**config.mk**
```make
export PLATFORM = sky130hd
export DESIGN_NAME = glevel_logic_gates
export DESIGN_NICKNAME = d
export VERILOG_FILES = /design/src/rtl/glevel_logic_gates.sv
export SDC_FILE = /design/constraint.sdc
export NUM_CORES = 1
export LEC_CHECK = 0
export BUFFER_PORTS_ARGS = -buffer_cell sky130_fd_sc_hd__clkbuf_2
export CORE_AREA = 2 2 39 41
export CTS_BUF_LIST = sky130_fd_sc_hd__clkbuf_8
export DETAILED_ROUTE_END_ITERATION = 7
export DIE_AREA = 0 0 41 43
export PLACE_DENSITY_LB_ADDON = 0.08
export SYNTH_ARGS = -nofsm -noshare
export SYNTH_HDL_FRONTEND = slang
export SYNTH_SLANG_ARGS = --single-unit
```
**constraint.sdc**
```tcl
create_clock -name clk -period 0.8 [get_ports clk]
set_input_delay 0.04 -clock clk [delete_from_list [all_inputs] [get_ports clk]]
set_output_delay 0.04 -clock clk [all_outputs]
set_load 0.02 [all_outputs]
```
**src/rtl/glevel_logic_gates.sv**
```systemverilog
// Bit-wise two-input gate library (AND, OR, NOT, XOR, NAND, NOR, XNOR) built
// from gate primitives, with a combinational result bus and an enabled register copy.
module glevel_logic_gates #(
  parameter int WIDTH = 1
) (
  input  logic               clk,
  input  logic               rst_n,
  input  logic [WIDTH-1:0]   a,
  input  logic [WIDTH-1:0]   b,
  input  logic               en,
  output logic [7*WIDTH-1:0] y,
  output logic [7*WIDTH-1:0] y_q
);

  wire [7*WIDTH-1:0] gate_w;

  // One primitive per bit per field; field k sits at [k*WIDTH +: WIDTH].
  // X/Z propagation follows the primitive truth tables, nothing is masked.
  for (genvar i = 0; i < WIDTH; i++) begin : g_bit
    and  u_and  (gate_w[0*WIDTH+i], a[i], b[i]);
    or   u_or   (gate_w[1*WIDTH+i], a[i], b[i]);
    not  u_not  (gate_w[2*WIDTH+i], a[i]);
    xor  u_xor  (gate_w[3*WIDTH+i], a[i], b[i]);
    nand u_nand (gate_w[4*WIDTH+i], a[i], b[i]);
    nor  u_nor  (gate_w[5*WIDTH+i], a[i], b[i]);
    xnor u_xnor (gate_w[6*WIDTH+i], a[i], b[i]);
  end

  assign y = gate_w;

  logic [7*WIDTH-1:0] cap_d;
  logic [7*WIDTH-1:0] cap_q;

  always_comb begin
    cap_d = cap_q;
    if (en) cap_d = gate_w;
  end

  always_ff @(posedge clk or negedge rst_n) begin
    if (!rst_n) cap_q <= '0;
    else        cap_q <= cap_d;
  end

  assign y_q = cap_q;

endmodule

```
# Word-level counts from Yosys, hierarchy flattened
# Index checks and enable logic that the tools add are counted.
[classes] n_eq_ne=0 div=0 reduce_logical=0 bitwise_logic=7 shifts=0 n_addsub=0 n_lt_le_gt_ge=0 n_mux=0 multipliers=0
[op_table] operator="NOT 1 bit" n=3
[op_table] operator="bitwise AND 1 bit" n=1
[op_table] operator="bitwise OR 1 bit" n=1
[op_table] operator="bitwise XNOR 1 bit" n=1
[op_table] operator="XOR 1 bit" n=1
[word_totals] latchBits=0 regBits=7 word_cells=8 mem_bits_rw=0 inputBits=5 mem_count=0 romBits=0 out_inout_bits=14

# Longest topological paths before layout
[logic_depth] word_depth=2 depth_mapped=4 ltp_nobuf=4

# Worst setup path after synthesis
# OpenSTA, ideal clock, no wires.
[synth_timing] kind="input to register" from="in a" to="reg cap_q[6] (netlist: y_q[6])" path_buffers=0 cell_stages=4 setup_slack_ns=-0.354 setup_ns=0.125 t_arrival_ns=1.029 required_time_ns=0.675 path_cell_list="inv_1 > ha_1 > inv_1 > mux2_4"
[synth_via] elab_chain_cells=1
[synth_rtl] item="start, declared" line="8" source="input logic [WIDTH-1:0] a,"
[synth_rtl] item="bitwise XNOR 1 bit" line="26" source="xnor u_xnor (gate_w[6*WIDTH+i], a[i], b[i]);"
[synth_rtl] item="net y[6]" line="11" source="output logic [7*WIDTH-1:0] y,"
[synth_rtl] item="end signal, assigned" line="41" source="else cap_q <= cap_d;"
[synth_rtl] item="end, declared" line="32" source="logic [7*WIDTH-1:0] cap_q;"
# The timed path passes the listed nets, and every way through them passes these cells.
# A chain may end at the register's enable or synchronous reset.

# Worst setup path after layout
[layout_timing] from="reg cap_q[0] (netlist: y_q[0])" to="out y_q[0]"
[layout_lines] item="end, declared" line="12" source="output logic [7*WIDTH-1:0] y_q"
# No word-level cell between the ends.

==> metrics.md <==
| Metric | Value |
|---|---|
| Max reg flops | `7` |
| Switching share of total power | `27.20%` |
| Worst r2r src | `y_q[1]` |
| Area grow syn2layout | `66.00%` |
| Clk buf depth | `2` |
| Fmax | `1254 MHz` |
| 1st-pass router iterations | `1` |
| Remaining DRCs | `0` |
| Vias | `between 200 and 300` |
| Initial DRC count | `0` |
| Placed instance count | `slightly above 60` |
| Max-slew violation count | `0` |
| Outcome | `complete, no violations` |
| CP Cell Sequence | `buf_6` |
| Vias in the first global route | `286` |
| Final Setup Violations | `0` |
| RSZ-0062 raised after global routing | `true` |
| Cell row count | `14` |
| Post-Syn Area | `375.4 sq um` |
| Part of the power in combinational logic | `27.7%` |
| TritonCTS clock tree | `yes` |
| Clock buffer count from CTS | `3` |
| Max_cap viols | `0` |
| Grt ovf | `0` |
| Initial Utilization | `27.12%` |
| GR Util All Layers | `a little over a tenth` |
| Synth cell types | `6` |
| Worst EP required | `~760 ps` |
| Syn avg cell area | `14.44 sq um` |
| Pre-CTS WS | `-174.7 ps` |
| Rel. slew slack | `83.90%` |
| Antenna Nets Post-Route | `0` |
| Flop pwr share | `33.7%` |
| Pwr/cell area | `roughly 2000 nW/um^2` |
| Final worst setup slack | `2.433 ps` |
| Leak Pwr | `0.3212 nW` |
| CP top delay family | `flip-flops` |
| Num ports | `19` |
| H-tree depth | `1` |
| Slowest-stage cell, CP | `dfrtp_2` |
| Clock power frac | `roughly 39%` |
| CP startpoint kind | `flip-flop` |
| Worst Tran Pin Value | `approximately 240 ps` |
| Setup bufs post-CTS | `0` |
| Core area | `approximately 1400 sq um` |
| Clk sinks | `7` |
| Die H | `43 um` |
| Slowest stage delay, CP | `400 ps` |
| Setup slack, reg-to-reg | `10 ps` |
| Post-Syn Instances | `26` |
| Int Power | `0.9186 mW` |
| Psw | `0.3432 mW` |
| Full die area | `1763 sq um` |
| GPL Wtd Cong | `0.7019` |
| First-pass GRT wire length | `1.179 mm` |
| Clock-pin slew on the worst setup and hold paths | `40 ps` |
| Reg2reg end | `y_q[1]` |
| Share of cells above drive strength 1 | `approximately 80%` |
| Buf/Inv on CP | `1` |
| Setup crit end kind | `output pin` |
| HP Class | `in -> async` |
| Final non-filler cell total | `66` |
| CP startpoint | `y_q[0]` |
| Initial antenna violation count | `0` |
| Reg2Reg Depth | `1` |
| Period utilization | `99.70%` |
| Setup CP Type | `reg -> out` |
| Yosys warns | `0` |
| Chip width | `~41 um` |
| Ant diodes | `0` |
| Syn Nets | `35` |
| PortBufs | `18` |
| Clock latency on the worst-skew pair | `230 ps` |
| Peak VDD IR | `1052 uV` |
| CP endpoint | `y_q[0]` |
| Post-DR vias/cell | `4.000` |
| Minimum clock period | `797.6 ps` |
| Critical Path AT | `around 760 ps` |
| Largest net degree at the start of global routing | `8` |
| Seq/Total Area, Yosys | `roughly 47%` |
| Clock Root Buffer | `clkbuf_8` |
| Yosys reg bits | `7` |
| Final hold viol count | `0` |
| Routed len/inst | `11.41 um` |
| Fin nets | `60` |
| Crit. path cell count | `1` |
| WL final | `between 700 and 800 um` |
| Layout Skew | `0 ps` |
| Critical path fanouts, max | `2` |
==> per-layer routing <==
layer,GRT usage (%),routed length (um),vias to the layer above
li1,-,-,125
met1,10.71,282,127
met2,16.25,422,12
met3,4.712,48,0
met4,10.00,0,0
met5,0,0,-
==> area by class of cell <==
| type | count | area, sq um |
|---|---|---|
| well taps | 16 | 20.02 |
| fillers | 138 | 760.7 |
| flip-flops and latches | 7 | 180.2 |
| repair buffers | 23 | 182.7 |
| inverters | 5 | 25.02 |
| clock buffers | 3 | 41.29 |
| clock inverters | 1 | 3.754 |
| multi-input cells | 11 | 170.2 |
==> power groups by stage <==
stage               registers (mW)  logic, mW  clock network (mW)
finish                       0.426      0.349               0.487
global route                 0.432      0.376               0.524
CTS                          0.420      0.301               0.511
detailed placement           0.425      0.295                   0
global placement             0.421      0.291                   0
floorplan                    0.471      0.151                   0
==> cells in the mapped netlist <==
cell / n / area (sq um)
buf_6: 1 / 11.26
ha_1: 4 / 50.05
mux2_4: 7 / 105.1
inv_1: 5 / 18.77
dfrtp_1: 7 / 175.2
buf_4: 2 / 15.01
==> logic make-up after synthesis <==
group,share of synthesized area (%)
adder cells (fa/ha/maj),13.33
buffers and inverters,12.00
multiplexers,28.00
flip-flops,46.67
==> worst min path at each step <==
stage          start  endpoint  slack (ps)
6_report       rst_n    y_q[2]         190
5_1_grt        rst_n    y_q[2]         210
4_1_cts        rst_n    y_q[5]         190
3_5_place_dp   rst_n    y_q[5]        -110
3_3_place_gp   rst_n    y_q[5]        -110
2_1_floorplan  rst_n    y_q[0]        -260
==> repair_timing <==
item	in CTS	in global routing
hold buffers	1	0
resized for setup	1	26
setup endpoints to repair	8	10
pin swaps	0	1
endpoints found under the hold margin	7	0
==> metrics by stage <==
stage               hold slack, ps  total power, mW  utilization (%)  instance area, sq um  TNS [ps]
floorplan                   -255.6           0.6222                -                 399.1    -466.7
global placement            -114.8           0.7123            37.07                 513.0    -434.5
detailed placement          -109.6           0.7194            37.07                 513.0    -488.4
CTS                          192.3            1.231            41.23                 570.5    -115.0
global route                 211.6            1.332            45.03                 623.1    -138.8
finish                       186.6            1.262            45.03                 623.1         0
==> cells in the final DEF, fill, tap and decap left out <==
master,instances
buf_4,5
dfrtp_2,4
ha_2,1
inv_1,4
dlygate4sd3_1,1
mux2_4,7
buf_6,8
clkbuf_2,9
clkinvlp_4,1
ha_1,2
dfrtp_1,3
ha_4,1
clkbuf_8,3
inv_4,1
Note: power is estimated with default switching activity, not from simulation.
